$ cat config.mk
export PLATFORM = sky130hd
export DESIGN_NAME = hex_display_formatter
export DESIGN_NICKNAME = d
export VERILOG_FILES = /design/src/rtl/display_pkg.sv /design/src/rtl/seg7_encode.sv /design/src/rtl/hex_display_formatter.sv
export SDC_FILE = /design/constraint.sdc
export NUM_CORES = 1
export LEC_CHECK = 0
export CAP_MARGIN = 20
export CORE_AREA = 2 2 138 140
export CTS_BUF_LIST = sky130_fd_sc_hd__clkbuf_2
export CTS_CLUSTER_DIAMETER = 50
export DETAILED_ROUTE_END_ITERATION = 7
export DIE_AREA = 0 0 140 142
export GPL_ROUTABILITY_DRIVEN = 0
export PLACE_DENSITY = 0.78
export SETUP_SLACK_MARGIN = 0.2
export SYNTH_ARGS = -nofsm -noshare
export SYNTH_HDL_FRONTEND = slang
export SYNTH_SLANG_ARGS = --single-unit
$ cat constraint.sdc
create_clock -name clk_clk -period 6 [get_ports clk_clk]
set_input_delay 1.5 -clock clk_clk [delete_from_list [all_inputs] [get_ports clk_clk]]
set_output_delay 1.5 -clock clk_clk [all_outputs]
set_load 0.05 [all_outputs]
$ cat src/rtl/display_pkg.sv
// Shared definitions for the hex/decimal 7-segment display formatter:
// FSM encoding, special glyphs, decimal range limits and the
// double-dabble digit adjust helper.
package display_pkg;

  // Conversion sequencer states
  typedef enum logic [1:0] {
    ST_IDLE   = 2'd0,
    ST_LOAD   = 2'd1,
    ST_SHIFT  = 2'd2,
    ST_FORMAT = 2'd3
  } state_t;

  // Active-low glyphs that are not hex digits
  localparam logic [6:0] SEG_BLANK = 7'h7F;
  localparam logic [6:0] SEG_MINUS = 7'h3F;

  // Largest magnitudes that fit on six digits (negative loses one to the sign)
  localparam logic [32:0] DEC_POS_MAX = 33'd999999;
  localparam logic [32:0] DEC_NEG_MAX = 33'd99999;

  // Double-dabble correction: a BCD digit of 5 or more would carry wrongly
  // after the doubling shift, so pre-add 3.
  function automatic logic [3:0] dabble_adj(input logic [3:0] nib);
    return (nib >= 4'd5) ? (nib + 4'd3) : nib;
  endfunction

endpackage

$ cat src/rtl/seg7_encode.sv
// Combinational nibble to active-low 7-segment decoder, bit order {g,f,e,d,c,b,a}.
module seg7_encode
  import display_pkg::*;
(
  input  logic [3:0] nibble,
  output logic [6:0] seg
);

  // Glyph lookup for 0-9 and A, b, C, d, E, F
  always_comb begin
    seg = SEG_BLANK;
    case (nibble)
      4'h0: seg = 7'h40;
      4'h1: seg = 7'h79;
      4'h2: seg = 7'h24;
      4'h3: seg = 7'h30;
      4'h4: seg = 7'h19;
      4'h5: seg = 7'h12;
      4'h6: seg = 7'h02;
      4'h7: seg = 7'h78;
      4'h8: seg = 7'h00;
      4'h9: seg = 7'h10;
      4'hA: seg = 7'h08;
      4'hB: seg = 7'h03;
      4'hC: seg = 7'h46;
      4'hD: seg = 7'h21;
      4'hE: seg = 7'h06;
      4'hF: seg = 7'h0E;
      default: seg = SEG_BLANK;
    endcase
  end

endmodule

$ cat src/rtl/hex_display_formatter.sv
// Drives six active-low 7-segment digits from the 32-bit hex PIO word.
// Hex mode shows bits 23:0 directly; decimal mode shows the word as a signed
// integer using a sequential double-dabble conversion with leading-zero
// blanking, a minus sign and an all-dashes overflow pattern. The display
// registers only change in FORMAT, so a conversion never shows partial results.
// The digit count is fixed at six by the board; NUM_DIGITS documents that and
// sizes the internal buses but the hex0..hex5 ports do not scale with it.
module hex_display_formatter
  import display_pkg::*;
#(
  parameter int BCD_BITS   = 20,
  parameter int NUM_DIGITS = 6
) (
  input  logic        clk_clk,
  input  logic        reset_reset,
  input  logic [31:0] hex_export,
  input  logic        dec_mode,
  output logic [6:0]  hex0,
  output logic [6:0]  hex1,
  output logic [6:0]  hex2,
  output logic [6:0]  hex3,
  output logic [6:0]  hex4,
  output logic [6:0]  hex5,
  output logic        busy
);

  localparam logic [4:0] LAST_ITER = 5'(BCD_BITS - 1);

  // Input sample registers
  logic [31:0] in_q_reg;
  logic        mode_q_reg;
  logic        in_valid_reg;

  // Value/mode currently being (or last) converted
  logic [31:0] last_val_reg;
  logic        last_mode_reg;
  logic        shown_valid_reg;

  // Sequencer
  state_t      state_reg;
  state_t      state_next;

  // Conversion datapath
  logic                    sign_reg;
  logic                    ovf_reg;
  logic [BCD_BITS-1:0]     mag_reg;
  logic [4*NUM_DIGITS-1:0] bcd_reg;
  logic [4*NUM_DIGITS-1:0] bcd_adj;
  logic [4:0]              cnt_reg;

  // Display
  logic [7*NUM_DIGITS-1:0] disp_reg;
  logic [7*NUM_DIGITS-1:0] fmt_bus;
  logic [2:0]              msd_idx;
  logic [2:0]              sign_idx;

  // Combinational helpers
  logic        change_pending;
  logic        load_sign;
  logic [32:0] load_mag;
  logic        load_ovf;

  // Capture the PIO word and mode every edge; in_valid marks the first real sample after reset
  always_ff @(posedge clk_clk or posedge reset_reset) begin
    if (reset_reset) begin
      in_q_reg     <= '0;
      mode_q_reg   <= 1'b0;
      in_valid_reg <= 1'b0;
    end else begin
      in_q_reg     <= hex_export;
      mode_q_reg   <= dec_mode;
      in_valid_reg <= 1'b1;
    end
  end

  // A new conversion is needed when nothing has been shown yet or the input moved
  assign change_pending = in_valid_reg &&
                          (!shown_valid_reg ||
                           (in_q_reg != last_val_reg) ||
                           (mode_q_reg != last_mode_reg));

  // Sign/magnitude split in 33 bits so that 0x80000000 negates without wrapping
  assign load_sign = last_val_reg[31];
  assign load_mag  = load_sign ? (33'd0 - {1'b1, last_val_reg}) : {1'b0, last_val_reg};
  assign load_ovf  = (!load_sign && (load_mag > DEC_POS_MAX)) ||
                     ( load_sign && (load_mag > DEC_NEG_MAX));

  // Sequencer state register
  always_ff @(posedge clk_clk or posedge reset_reset) begin
    if (reset_reset) begin
      state_reg <= ST_IDLE;
    end else begin
      state_reg <= state_next;
    end
  end

  // Next-state logic: decimal in range takes the shift path, everything else formats directly
  always_comb begin
    state_next = state_reg;
    case (state_reg)
      ST_IDLE: begin
        if (change_pending) begin
          state_next = ST_LOAD;
        end
      end
      ST_LOAD: begin
        if (last_mode_reg && !load_ovf) begin
          state_next = ST_SHIFT;
        end else begin
          state_next = ST_FORMAT;
        end
      end
      ST_SHIFT: begin
        if (cnt_reg == LAST_ITER) begin
          state_next = ST_FORMAT;
        end
      end
      ST_FORMAT: begin
        state_next = ST_IDLE;
      end
      default: begin
        state_next = ST_IDLE;
      end
    endcase
  end

  assign busy = (state_reg != ST_IDLE);

  genvar gi;

  // Per-digit +3 correction applied before each shift
  generate
    for (gi = 0; gi < NUM_DIGITS; gi++) begin : g_dabble
      assign bcd_adj[4*gi +: 4] = dabble_adj(bcd_reg[4*gi +: 4]);
    end
  endgenerate

  // Conversion datapath: latch the job, split sign/magnitude, then shift BCD_BITS times
  always_ff @(posedge clk_clk or posedge reset_reset) begin
    if (reset_reset) begin
      last_val_reg    <= '0;
      last_mode_reg   <= 1'b0;
      shown_valid_reg <= 1'b0;
      sign_reg        <= 1'b0;
      ovf_reg         <= 1'b0;
      mag_reg         <= '0;
      bcd_reg         <= '0;
      cnt_reg         <= '0;
    end else begin
      case (state_reg)
        ST_IDLE: begin
          if (change_pending) begin
            last_val_reg  <= in_q_reg;
            last_mode_reg <= mode_q_reg;
          end
        end
        ST_LOAD: begin
          sign_reg <= load_sign;
          ovf_reg  <= last_mode_reg && load_ovf;
          mag_reg  <= load_mag[BCD_BITS-1:0];
          bcd_reg  <= '0;
          cnt_reg  <= '0;
        end
        ST_SHIFT: begin
          {bcd_reg, mag_reg} <= {bcd_adj, mag_reg} << 1;
          cnt_reg            <= cnt_reg + 5'd1;
        end
        ST_FORMAT: begin
          shown_valid_reg <= 1'b1;
        end
        default: begin
          cnt_reg <= '0;
        end
      endcase
    end
  end

  // Most significant non-zero BCD digit; 0 when the value is zero so '0' still shows
  always_comb begin
    msd_idx = '0;
    for (int i = 0; i < NUM_DIGITS; i++) begin
      if (bcd_reg[4*i +: 4] != 4'd0) begin
        msd_idx = 3'(i);
      end
    end
  end

  assign sign_idx = msd_idx + 3'd1;

  // Per-digit glyph selection: hex nibble, decimal digit, minus, blank or overflow dash
  generate
    for (gi = 0; gi < NUM_DIGITS; gi++) begin : g_digit
      localparam logic [2:0] IDX = 3'(gi);
      logic [3:0] nib_sel;
      logic [6:0] enc_seg;
      logic [6:0] glyph;

      assign nib_sel = last_mode_reg ? bcd_reg[4*gi +: 4] : last_val_reg[4*gi +: 4];

      seg7_encode u_seg7_encode (
        .nibble (nib_sel),
        .seg    (enc_seg)
      );

      // Choose what this digit shows once the conversion completes
      always_comb begin
        glyph = SEG_BLANK;
        if (!last_mode_reg) begin
          glyph = enc_seg;
        end else if (ovf_reg) begin
          glyph = SEG_MINUS;
        end else if (IDX <= msd_idx) begin
          glyph = enc_seg;
        end else if (sign_reg && (IDX == sign_idx)) begin
          glyph = SEG_MINUS;
        end
      end

      assign fmt_bus[7*gi +: 7] = glyph;
    end
  endgenerate

  // Display registers: blank on reset, updated all at once in FORMAT
  always_ff @(posedge clk_clk or posedge reset_reset) begin
    if (reset_reset) begin
      disp_reg <= {NUM_DIGITS{SEG_BLANK}};
    end else if (state_reg == ST_FORMAT) begin
      disp_reg <= fmt_bus;
    end
  end

  assign hex0 = disp_reg[6:0];
  assign hex1 = disp_reg[13:7];
  assign hex2 = disp_reg[20:14];
  assign hex3 = disp_reg[27:21];
  assign hex4 = disp_reg[34:28];
  assign hex5 = disp_reg[41:35];

endmodule

==> metrics.csv, run 1 <==
metric,value,unit
largest area contributor in the netlist,dfrtp_1,
Worst-Margin Slew,1.03,ns
global-route wire length before repair,37400,µm
fin. max-slew vios,0,
CP endpoint kind,output pin,
"FFs w/ async S/R, synth",1.00,
max reg flops,42,
"Hold Vio Cnt, Final",0,
Crit Path Category,flop to output pin,
die width,140,µm
worst reg-to-reg path cell count,8,
clk slew on worst S/H paths,0.22,ns
most frequent cells in the layout,"dfrtp_1 (120), nand2_1 (96), clkdlybuf4s50_1 (77), mux2_2 (68), nor2_1 (64)",
largest cells by area after synthesis,"dfrtp_1 (30%), dfstp_2 (11%), mux2_2 (7.6%), ha_1 (7.0%), xnor2_1 (3.8%)",
Setup Buffers After CTS,0,
die area,19900,µm²
VDD IR max,0.000306,V
Clock Path Buffers,2,
fin worst setup slack,2.01,ns
share of layout cells above drive strength 1,0.159,
register bit total from synthesis,163,
critical path arrival,2.49,ns
WHS Path Cells,2,
Rel. slew slack,0.312,
starting density of the core,0.543,
Vias,7913,
crit-path max FO,7,
drt pass-1 iters,8,
Die Ht,142,µm
failing checks,design-rule violations,
hold_ws,0.495,ns
CTS Hold Bufs,0,
max frequency,251,MHz
FF-to-FF Start,last_val_reg[7]$_DFFE_PP0P_,
Final Non-Filler Cells,1316,
yosys warns,0,
Std-Cell Rows,50,
vias in the first global route,7480,
1st-iter DRT viols,657,
CTS H-tree depth,4,
CTS root buf,clkbuf_2,
Synth-to-Final Area Change,11.3,%
clock sinks,163,
Clock Latency Late Sink,0.76,ns
period utilisation layout,0.665,
Leakage,4.49,nW
# DRC,8,
total gr overflow,0,
Synth Flop Type,dfrtp_1,
setup violators final,0,
Netlist Area Pre-Place,10000,µm²
DP Area,10900,µm²
Startpoint Class,flop,
total I/O pin count,78,
Place WS,2.69,ns
worst hold path class,flop to flop,
FF-to-FF setup slack,2.58,ns
total of max-cap violations,0,
Netlist cell types,73,
CTS tree,yes,
pwr/cell area,573,nW/µm²
worst hold endpoint,disp_reg[6]$_DFFE_PP1N_,
Mapped Avg Cell Area,9.76,µm²
Worst Path Required,4.50,ns
reg2reg end,state_reg[0]$_DFFE_PP0P_,
"most common cell after layout, fill and taps aside",dfrtp_1,
initial antenna violation count,1,
share of the synthesized area in the top cell type,0.302,
Final ANT Viol Nets,0,
Num CTS Buffers,17,
HPWL after DPL,15900,µm
HP Start,disp_reg[6]$_DFFE_PP1N_,
Placed Cells,1282,
Post-Route Setup TNS,0,ns
outcome,"finished, violations left",
Syn Inst Count,1027,
final wirelength,22500,µm
via/cell ratio,6.01,
skew final,0.0368,ns
Post-synth EDFFs,0,
Syn Nets,1118,
min cycle time layout,3.99,ns
nets@finish,1159,
Core ar.,18500,µm²
Final Instance Area,11200,µm²
port bufs,77,
sequential area share after synthesis,0.412,
unrepaired setup endpoints after global routing,no,
average wire per standard cell,17.1,µm
post_cts resized,0,
Total GRT Usage,0.233,
largest net degree at the start of global routing,164,
## logic make-up (layout without fill, tap and decap cells)
group	count (synthesis)	in the layout	synth area share
DFF	163	163	0.412
AOI/OAI and AO/OA	244	244	0.164
buffers and inverters	112	166	0.0447
xor gates and xnor gates	61	61	0.0533
and+or+nand+nor	294	294	0.145
muxes	96	96	0.111
adders and majority gates	56	56	0.0699
other	1	2	0.000374
## where the power goes
group | internal (mW) | switching (mW)
Combinational | 1.53 | 2.19
Clock | 0.235 | 0.396
Sequential | 1.56 | 0.496
Total | 3.32 | 3.08
## area by class of cell
| type | count | area [µm²] |
|---|---|---|
| Multi-Input combinational cell | 752 | 5440 |
| Antenna cell | 1 | 2.50 |
| Tap cell | 234 | 293 |
| Fill cell | 1583 | 7300 |
| Clock inverter | 13 | 159 |
| Clock buffer | 19 | 95.1 |
| Timing Repair Buffer | 84 | 836 |
| Sequential cell | 163 | 4130 |
| Inverter | 50 | 191 |
## routing by layer
| layer | GRT usage | share of wire | vias up |
|---|---|---|---|
| li1 | - | - | 3786 |
| met1 | 0.328 | 0.46 | 3857 |
| met2 | 0.372 | 0.47 | 237 |
| met3 | 0.0390 | 0.050 | 33 |
| met4 | 0.0739 | 0.021 | 0 |
| met5 | 0 | 0 | - |
## critical path, stage by stage (launching register included)
cell	delay, ns
dfrtp_1	0.51
inv_1	0.10
ha_1	0.27
inv_1	0.08
clkdlybuf4s50_1	0.80
## synth_stat cells (4+ instances only)
library cell	instances
a21oi_1	50
a31oi_1	5
or2_2	4
xor2_1	18
nor3_1	27
nand2_1	96
nand3_1	21
nor4_1	8
buf_1	5
xnor2_1	43
nor2_1	64
mux2i_1	23
o21a_1	8
inv_1	49
a32o_1	5
o31ai_1	14
nor2b_1	5
and3_1	7
o22ai_1	26
nand2b_1	12
a311oi_1	5
mux4_2	5
o22a_1	13
ha_1	56
and2_1	4
o32a_1	9
dfrtp_1	121
clkbuf_1	52
dfstp_2	42
o221ai_1	6
nor3b_1	9
o32ai_1	5
nand4_1	14
mux2_2	68
o211ai_1	4
or3_1	5
o21ai_0	59
## worst max path at each step
stage          slack (ns)                      to                         from  depth (start not counted)
6_report             2.01                    busy     state_reg[0]$_DFFE_PP0P_                          4
5_1_grt              1.90                    busy     state_reg[0]$_DFFE_PP0P_                          4
4_1_cts              1.99                    busy     state_reg[0]$_DFFE_PP0P_                          4
3_5_place_dp         2.69     ovf_reg$_DFFE_PP0P_  last_val_reg[7]$_DFFE_PP0P_                          8
3_3_place_gp         2.79     ovf_reg$_DFFE_PP0P_  last_val_reg[7]$_DFFE_PP0P_                          8
2_1_floorplan        2.46  bcd_reg[0]$_DFFE_PP0P_                  reset_reset                          1
## stage by stage
step / total power [mW] / util
6_report: 6.39 / 0.604
3_3_place_gp: 5.64 / 0.590
5_1_grt: 6.86 / 0.604
2_1_floorplan: 4.85 / -
3_5_place_dp: 5.75 / 0.590
4_1_cts: 6.39 / 0.604
No activity file was read; power rests on OpenSTA's default activity.
==> run 2: changes to the inputs <==
Clock period 6 ns to 3.3 ns, I/O delays scaled along.
==> metrics.csv, run 2 (synthesis gave the netlist of run 1 again) <==
metric,value,unit,change
unrepaired setup endpoints after global routing,yes,,
setup violators final,0,,unchanged
FF-to-FF Start,last_val_reg[8]$_DFFE_PP0P_,,
max frequency,329,MHz,
Internal,6.20,mW,+87%
clock sinks,163,,unchanged
CTS root buf,clkbuf_2,,
clk slew on worst S/H paths,0.23,ns,about the same
total of max-cap violations,0,,unchanged
Core ar.,18500,µm²,unchanged
worst reg-to-reg path cell count,9,,+1
failing checks,design-rule violations,,
vias in the first global route,7785,,+4.1%
Max Used Layer,met4,,
die width,140,µm,unchanged
Total GRT Usage,0.244,,+0.0107
skew final,0.0321,ns,-0.00468 ns
Clock Path Buffers,2,,unchanged
period utilisation layout,0.922,,
via/cell ratio,5.99,,-0.33%
Die Ht,142,µm,unchanged
final wirelength,23500,µm,+4.2%
HPWL after DPL,16900,µm,+6.6%
total I/O pin count,78,,unchanged
most frequent cells in the layout,"dfrtp_1 (119), nand2_1 (96), clkdlybuf4s50_1 (76), mux2_2 (68), nor2_1 (64)",,
DRT met1 WL,10500,µm,+1.1%
"most common cell after layout, fill and taps aside",dfrtp_1,,
Placed Cells,1316,,+2.7%
fin worst setup slack,0.259,ns,-1.75 ns
Final ANT Viol Nets,0,,unchanged
reg2reg end,ovf_reg$_DFFE_PP0P_,,
largest net degree at the start of global routing,65,,-60%
fill count,1525,,-3.7%
Final Non-Filler Cells,1355,,+3.0%
pwr/cell area,1040,nW/µm²,+81%
Rel. slew slack,0.464,,+0.152
Sw Pwr,5.70,mW,+85%
share of layout cells above drive strength 1,0.197,,+0.0384
sequential power share,0.297,,-0.024
die area,19900,µm²,unchanged
max reg flops,42,,unchanged
crit-path max FO,4,,-3
met3 WL,1360,µm,+20%
Startpoint Class,flop,,
Vias,8121,,+2.6%
Post-Route Setup TNS,0,ns,unchanged
1st-iter DRT viols,844,,+28%
Clock Power Share,0.088,,-0.011
CTS tree,yes,,
FF-to-FF setup slack,0.26,ns,-2.32 ns
nets@finish,1197,,+3.3%
Clock Latency Late Sink,0.78,ns,+0.02 ns
Worst-Margin Slew,0.782,ns,-0.250 ns
Pwr Total,11.9,mW,+86%
worst hold path class,primary input to asynchronous set/reset pin,,
initial antenna violation count,1,,unchanged
global-route wire length before repair,38900,µm,+4.1%
"Hold Vio Cnt, Final",0,,unchanged
Synth-to-Final Area Change,14.5,%,
fin. max-slew vios,0,,unchanged
total gr overflow,0,,unchanged
Std-Cell Rows,50,,unchanged
Logic pwr share,0.615,,+0.035
average wire per standard cell,17.3,µm,+1.2%
switch share,0.479,,-0.00219
min cycle time layout,3.04,ns,
Place WS,0.165,ns,-2.53 ns
outcome,"finished, violations left",,
Worst Path Required,3.98,ns,-0.52 ns
CTS H-tree depth,4,,unchanged
CP endpoint kind,flop,,
port bufs,77,,unchanged
VDD IR max,0.000550,V,+80%
Routed met2 length,11000,µm,+5.0%
Leakage,4.69,nW,+4.4%
# DRC,8,,unchanged
CTS Hold Bufs,0,,unchanged
critical path arrival,3.72,ns,+1.23 ns
drt pass-1 iters,8,,unchanged
Num CTS Buffers,17,,unchanged
Finished Core Util,0.622,,+0.0173
starting density of the core,0.543,,unchanged
Crit Path Category,flop to flop,,
-- run 2: cell types whose count changed in the layout (fill, tap and decap cells not counted), moves of 3 or more --
cell and change:
clkinvlp_4 -4, buf_4 +35, clkbuf_2 +3, clkinv_2 +4
-- run 2: through the flow --
| step | hold slack [ns] | instance area (µm²) |
|---|---|---|
| final | 0.387 | 11500 |
| after global routing | 0.363 | 11500 |
| after CTS | 0.344 | 11400 |
| after detailed placement | 0.452 | 11200 |
| after floorplan | 0.430 | 10000 |
| after global placement | 0.452 | 11200 |
-- run 2: worst max path at each step --
stage | start | to | slack [ns] | depth (start not counted)
finish | last_val_reg[8]$_DFFE_PP0P_ | ovf_reg$_DFFE_PP0P_ | 0.26 | 9
CTS | state_reg[0]$_DFFE_PP0P_ | busy | 0.17 | 4
global placement | last_val_reg[1]$_DFFE_PP0P_ | ovf_reg$_DFFE_PP0P_ | 0.25 | 8
floorplan | last_val_reg[0]$_DFFE_PP0P_ | ovf_reg$_DFFE_PP0P_ | 0.27 | 10
detailed placement | last_val_reg[1]$_DFFE_PP0P_ | ovf_reg$_DFFE_PP0P_ | 0.16 | 8
global route | last_val_reg[1]$_DFFE_PP0P_ | ovf_reg$_DFFE_PP0P_ | 0.08 | 11
-- run 2: power groups by stage --
stage / combinational [mW] / sequential (mW) / clock (mW)
floorplan: 4.70 / 4.12 / 0
global placement: 7.02 / 3.52 / 0
detailed placement: 7.16 / 3.56 / 0
CTS: 7.20 / 3.51 / 1.09
global route: 7.99 / 3.63 / 1.16
finish: 7.32 / 3.53 / 1.05
-- run 2: cell type report --
type                    count  area, µm²  area share
flip-flops and latches    163       4130       0.360
clock inverters            11        115      0.0100
inverters                  50        191      0.0167
multi-input cells         752       5480       0.478
well taps                 234        293      0.0255
diodes                      2       5.00    0.000436
repair buffers            122       1140      0.0998
clock buffers              21        105     0.00916
-- run 2: routing by layer --
metal / vias to the layer above / global-route usage
li1: 3878 / -
met1: 3910 / 0.329
met2: 292 / 0.391
met3: 41 / 0.0535
met4: 0 / 0.0861
met5: - / 0
-- run 2: critical path: stages, from the launching register on --
cell	delay, ns
dfrtp_1	0.44
or4_4	0.54
or4_4	0.58
buf_6	0.15
o41a_1	0.30
o21ai_1	0.14
nand3_1	0.11
nor4_2	0.32
o311a_1	0.27
o22ai_1	0.09
-- run 2: what timing repair did --
item | in CTS | in global routing
resized for setup | 2 | 12
setup endpoints to repair | 3 | 3
setup buffers | 3 | 2
pin swaps | 2 | 9
==> run 3: changes to the inputs <==
Settings changed: CORE_AREA 2 2 138 140 to 2 2 140 142, DIE_AREA 0 0 140 142 to 0 0 142 144, SYNTH_HIERARCHICAL set to 1.
==> metrics.csv, run 3 <==
metric,value,unit,change
worst path cell trace,clkdlybuf4s50_1,,
crit-path leading delay family,buffers and inverters,,
"count leader, synth",dfrtp_1,,
yosys warns,6,,+6
crit-path max FO,2,,-2
setup violators final,0,,unchanged
average wire per standard cell,17.3,µm,-0.39%
Total GRT Usage,0.229,,-0.0151
"Largest stage delay, worst path",0.79,ns,+0.21 ns
pwr/cell area,1040,nW/µm²,about the same
"Hold Vio Cnt, Final",0,,unchanged
clk slew on worst S/H paths,0.25,ns,+0.02 ns
Std-Cell Rows,51,,+2.0%
Core ar.,19100,µm²,+3.4%
port bufs,77,,unchanged
drt pass-1 iters,5,,-3
DP Area,11200,µm²,+0.25%
Post-synth EDFFs,0,,unchanged
unrepaired setup endpoints after global routing,no,,
max frequency,335,MHz,+1.9%
skew final,0.0277,ns,-0.00435 ns
CP endpoint kind,output pin,,
CTS root buf,clkbuf_2,,
1st-iter DRT viols,700,,-17%
"most common cell after layout, fill and taps aside",dfrtp_1,,
most frequent cells in the layout,"dfrtp_1 (121), mux2_2 (83), clkdlybuf4s50_1 (68), nand2_1 (65), nor2_1 (65)",,
CTS Hold Bufs,0,,unchanged
min cycle time layout,2.99,ns,-0.0560 ns
Synth-to-Final Area Change,11.7,%,
die area,20400,µm²,+2.9%
share of the synthesized area in the top cell type,0.295,,-0.00744
final wirelength,22600,µm,-3.8%
CTS tree,yes,,
HPWL after DPL,16400,µm,-3.2%
# DRC,0,,-8
hold_ws,0.456,ns,+0.0695 ns
sequential area share after synthesis,0.402,,-0.0101
Post-Route Setup TNS,0,ns,unchanged
fin worst setup slack,0.315,ns,+0.0560 ns
worst hold path class,primary input to flop,,
Netlist cell types,68,,-6.8%
Mapped Avg Cell Area,10.1,µm²,+3.7%
register bit total from synthesis,163,,unchanged
Netlist Area Pre-Place,10300,µm²,+2.5%
period utilisation layout,0.905,,-0.0170
outcome,"complete, no violations",,
Vias,7717,,-5.0%
FF-to-FF setup slack,0.44,ns,+0.18 ns
global-route wire length before repair,37300,µm,-4.2%
Syn Inst Count,1015,,-1.2%
"Buf+Inv Stages, Crit Path",1,,unchanged
clock sinks,163,,unchanged
max reg flops,42,,unchanged
CTS H-tree depth,4,,unchanged
vias in the first global route,7526,,-3.3%
Syn Nets,1112,,-0.54%
Place WS,0.463,ns,+0.298 ns
Die Ht,144,µm,+1.4%
fill count,1574,,+3.2%
Synth Flop Type,dfrtp_1,,
total of max-cap violations,0,,unchanged
Crit-path slowest cell,clkdlybuf4s50_1,,
largest cells by area after synthesis,"dfrtp_1 (29%), dfstp_2 (11%), mux2_2 (9.1%), ha_1 (7.6%), xor2_1 (3.8%)",,
fin. max-slew vios,0,,unchanged
Commonest cells post-synth,"dfrtp_1 (121), mux2_2 (83), nand2_1 (65), nor2_1 (65), ha_1 (62)",,
via/cell ratio,5.90,,-1.6%
total I/O pin count,78,,unchanged
Final ANT Viol Nets,0,,unchanged
initial antenna violation count,2,,+1
Worst-Margin Slew,0.981,ns,+0.199 ns
critical path arrival,2.16,ns,-1.56 ns
share of layout cells above drive strength 1,0.185,,-0.0121
Clock Path Buffers,2,,unchanged
flip-flop and latch area,4130,µm²,about the same
Startpoint Class,flop,,
VDD IR max,0.000468,V,-15%
total gr overflow,0,,unchanged
"FFs w/ async S/R, synth",1.00,,unchanged
largest area contributor in the netlist,dfrtp_1,,
Final Instance Area,11500,µm²,about the same
Worst Path Required,2.47,ns,-1.51 ns
starting density of the core,0.538,,-0.00452
Crit Path Category,flop to output pin,,
die width,142,µm,+1.4%
nets@finish,1152,,-3.8%
Num CTS Buffers,17,,unchanged
Pwr Total,11.9,mW,about the same
Rel. slew slack,0.339,,-0.125
Clock Latency Late Sink,0.77,ns,about the same
largest net degree at the start of global routing,65,,unchanged
Leakage,4.75,nW,+1.4%
area of the multi-input gates,5580,µm²,+1.8%
[run 3: cell type report]
class,instances,share of cell area
multi-input cells,718,0.487
flip-flops and latches,163,0.360
clock inverters,15,0.0136
well taps,238,0.0260
clock buffers,17,0.00741
diodes,2,0.000436
repair buffers,96,0.0864
inverters,59,0.0196
[run 3: worst paths after layout]
| kind | from | end | cells after the start |
|---|---|---|---|
| min reg2reg | disp_reg[41]$_DFFE_PP1N_ | disp_reg[41]$_DFFE_PP1N_ | 2 |
| max in group asynchronous | reset_reset | disp_reg[10]$_DFFE_PP1N_ | 3 |
| min | hex_export[13] | in_q_reg[13]$_DFF_PP0_ | 1 |
| max | disp_reg[3]$_DFFE_PP1N_ | hex0[3] | 1 |
| min in group asynchronous | reset_reset | bcd_reg[23]$_DFFE_PP0P_ | 3 |
| max reg2reg | last_val_reg[16]$_DFFE_PP0P_ | ovf_reg$_DFFE_PP0P_ | 9 |
[run 3: per-stage QoR]
stage          utilization  std cells
2_1_floorplan            -       1015
3_3_place_gp         0.587       1274
3_5_place_dp         0.587       1274
4_1_cts              0.600       1306
5_1_grt              0.601       1308
6_report             0.601       1308
[run 3: routing by layer]
metal,up-vias,track usage,part of all wire
met5,-,0,0
met3,51,0.0467,0.050
met2,218,0.373,0.47
li1,3705,-,-
met4,0,0.0837,0.024
met1,3743,0.304,0.45
[run 3: cells by family after synthesis]
kind of cell,after synthesis,share of synthesized area
simple gates,246,0.125
compound gates,226,0.150
flops,163,0.402
buf+inv,134,0.0563
mux,120,0.137
xor+xnor,63,0.0537
fa+ha+maj,62,0.0755
other cells,1,0.000365
[run 3: repair_timing]
item / CTS / global route
endpoints found under the setup margin: 1 / 11
resized for setup: 3 / 12
setup buffers: 0 / 0
[run 3: power by group]
part	internal, mW	leakage, nW	switching [mW]
clock	0.353	0.135	0.752
combinational	3.09	2.69	4.03
sequential	2.84	1.93	0.860
==> edit: new RTL, config.mk and constraints of run 2 <==
The parameter `BCD_BITS` goes from 20 to 30.
--- a/src/rtl/hex_display_formatter.sv
+++ b/src/rtl/hex_display_formatter.sv
@@ -10,3 +10,3 @@
 #(
-  parameter int BCD_BITS   = 20,
+  parameter int BCD_BITS   = 30,
   parameter int NUM_DIGITS = 6
Check against the original RTL: no difference found for any inputs over 10 cycles, from zero or initial values and one cycle with reset_reset high; that may be too few to reach the edited logic, so the function may still have changed.
==> edit against run 2 <==
  * The run still ends with DRC left
  * Largest cell class unchanged
  * Critical endpoint is now hex2[2]
  * Worst setup slack improved by 0.044 ns
  * Clock power increased by 17%
  * Largest power group unchanged
  * First-iteration DRC count decreased by 3.2%
  * Non-clock buffer count decreased by 1
  * Die area unchanged
  * Utilization increased by 2.5 points
  * Routed wire length increased by 3.2%
  * Sequential cell count increased by 10
  * Design area increased by 4.0%
  * Area after synthesis increased by 4.2%
  * Register-to-register slack improved by 0.05 ns
  * Total power increased by 5.4%
  * Via count increased by 2.8%
==> edit: results (changes against run 2) <==
| Stage | Parameter | Value | Delta |
|:---|:---|:---|:---|
| placed design | Number of buffers added on ports | 77 | unchanged |
| logic synthesis | Sequential cell area fraction in the yosys report | 0.420 | +0.00742 |
| placed design | Placed Instance Area | 0.0116 mm² | +3.6% |
| logic synthesis | Most common library cells after synthesis | sky130_fd_sc_hd__dfrtp_1, sky130_fd_sc_hd__nand2_1, sky130_fd_sc_hd__nor2_1, sky130_fd_sc_hd__mux2_2, sky130_fd_sc_hd__o21ai_0 |  |
| global route | First-pass GRT wire length | 39700 µm | +2.0% |
| placed design | DP Worst Slack | 0.186 ns | +0.0210 ns |
| timing | Clk_skew | 0.0413 ns | +0.00921 ns |
| outcome | Status | finished, violations left |  |
| clock tree | Root cell of the clock tree | sky130_fd_sc_hd__clkbuf_2 |  |
| power and ir drop | Largest vdd supply drop | 0.000604 V | +9.9% |
| clock tree | Clock transition at the registers of the reported paths | 0.25 ns | +0.02 ns |
| route | Detailed-route via count | 8347 | +2.8% |
| route | Detailed Route WL | 24200 µm | +3.2% |
| clock tree | TritonCTS buffer count | 17 | unchanged |
| critical path | CP Max Fanout | 2 | -2 |
| cells and area | Flip-flop count of the largest register, all copies and words added | 42 | unchanged |
| power and ir drop | Leakage power figure | 5.01 nW | +7.0% |
| power and ir drop | Net switching fraction of the power | 0.470 | -0.00912 |
| clock tree | Clock insertion delay at the later pin of the skew report | 0.77 ns |  |
| clock tree | H-Tree Depth | 4 | unchanged |
| logic synthesis | Largest cells by area after synthesis | sky130_fd_sc_hd__dfrtp_1, sky130_fd_sc_hd__dfstp_2, sky130_fd_sc_hd__mux2_2 |  |
| logic synthesis | Post-synth ARST share | 1.00 | unchanged |
| global route | Initial antenna violation count | 1 | unchanged |
| floorplan | Initial standard-cell utilization of the core | 0.566 | +0.0227 |
| global route | Pin count of the biggest net entering global routing | 58 | -11% |
| critical path | Largest delay share family, worst path | buffers and inverters |  |
| timing | Slew margin rel. | 0.485 | +0.0211 |
| timing | F_max | 334 MHz | +1.5% |
| route | Post-detailed-route DRC marker count | 8 | unchanged |
| worst hold path | Path category of the worst min-delay check | input port to async pin |  |
| critical path | Critical Path AT | 2.17 ns | -1.55 ns |
| logic synthesis | Number of distinct standard cells referenced by the synthesized netlist | 70 | -4.1% |
| route | DRT iter0 DRCs | 817 | -3.2% |
| logic synthesis | Total number of yosys warnings | 0 | unchanged |
| critical path | CP max-delay cell | sky130_fd_sc_hd__clkdlybuf4s50_1 |  |
| placed design | Final HPWL DP | 17500 µm | +3.5% |
| cells and area | Layout cell share with drive strength beyond 1 | 0.193 | -0.00456 |
| route | DRT Pass-1 Iters | 8 | unchanged |
| global route | Number of global-route vias before repair | 7951 | +2.1% |
| critical path | Longest individual stage delay on the worst path | 0.80 ns | +0.22 ns |
| outcome | Violations in the final reports | DRC |  |
| global route | Total global routing track utilization | 0.249 | +0.00498 |
| logic synthesis | Synth Net Count | 1168 | +4.5% |
## edit: repair_timing
action	in CTS	in global routing
cloned	0	0
setup buffers	2	3
setup endpoints to repair	3	7
pin swaps	0	3
resized for setup	5	14
## edit: layout make-up
cell class,instances,area (µm²)
fillers,1531,6530
multi-input cells,780,5610
flip-flops and latches,173,4390
repair buffers,121,1150
well taps,234,293
inverters,56,214
clock inverters,12,170
clock buffers,19,95.1
diodes,2,5.00
## edit: power by group through the flow
stage                     Sequential, mW  Combinational (mW)  Clock (mW)
after CTS                           3.67                7.53        1.25
final                               3.67                7.65        1.23
after global routing                3.78                8.30        1.34
after floorplan                     4.32                4.93           0
after global placement              3.67                7.32           0
after detailed placement            3.72                7.47           0
## edit: layer usage
metal,GRT usage,vias up,share of wire
met3,0.0394,51,0.057
met4,0.0898,0,0.024
met1,0.335,4018,0.44
met2,0.411,290,0.48
li1,-,3988,-
met5,0,-,0
## edit: kinds of logic (layout without fill, tap and decap cells)
group | after synthesis | count (layout) | synth area share
and+or+nand+nor | 301 | 301 | 0.138
AOI/OAI and AO/OA | 247 | 247 | 0.154
DFF | 173 | 173 | 0.420
buffers and inverters | 123 | 208 | 0.0477
muxes | 102 | 102 | 0.111
xor gates and xnor gates | 72 | 72 | 0.0604
adders and majority gates | 57 | 57 | 0.0683
other | 1 | 3 | 0.000359
## edit: per-stage QoR
stage / power (mW) / cells
floorplan: 9.25 / 1076
global placement: 11.0 / 1359
detailed placement: 11.2 / 1359
CTS: 12.5 / 1392
global route: 13.4 / 1397
finish: 12.6 / 1397
## edit: final timing paths
path / from / end / slack (ns) / cells past startpoint
max: disp_reg[16]$_DFFE_PP1N_ / hex2[2] / 0.30 / 1
min reg2reg: disp_reg[34]$_DFFE_PP1N_ / disp_reg[34]$_DFFE_PP1N_ / 0.49 / 2
max reg2reg: last_val_reg[1]$_DFFE_PP0P_ / ovf_reg$_DFFE_PP0P_ / 0.31 / 8
min in group clk_clk: hex_export[30] / in_q_reg[30]$_DFF_PP0_ / 0.46 / 1
max in group asynchronous: reset_reset / disp_reg[40]$_DFFE_PP1N_ / 2.37 / 3
min: reset_reset / bcd_reg[3]$_DFFE_PP0P_ / 0.36 / 2
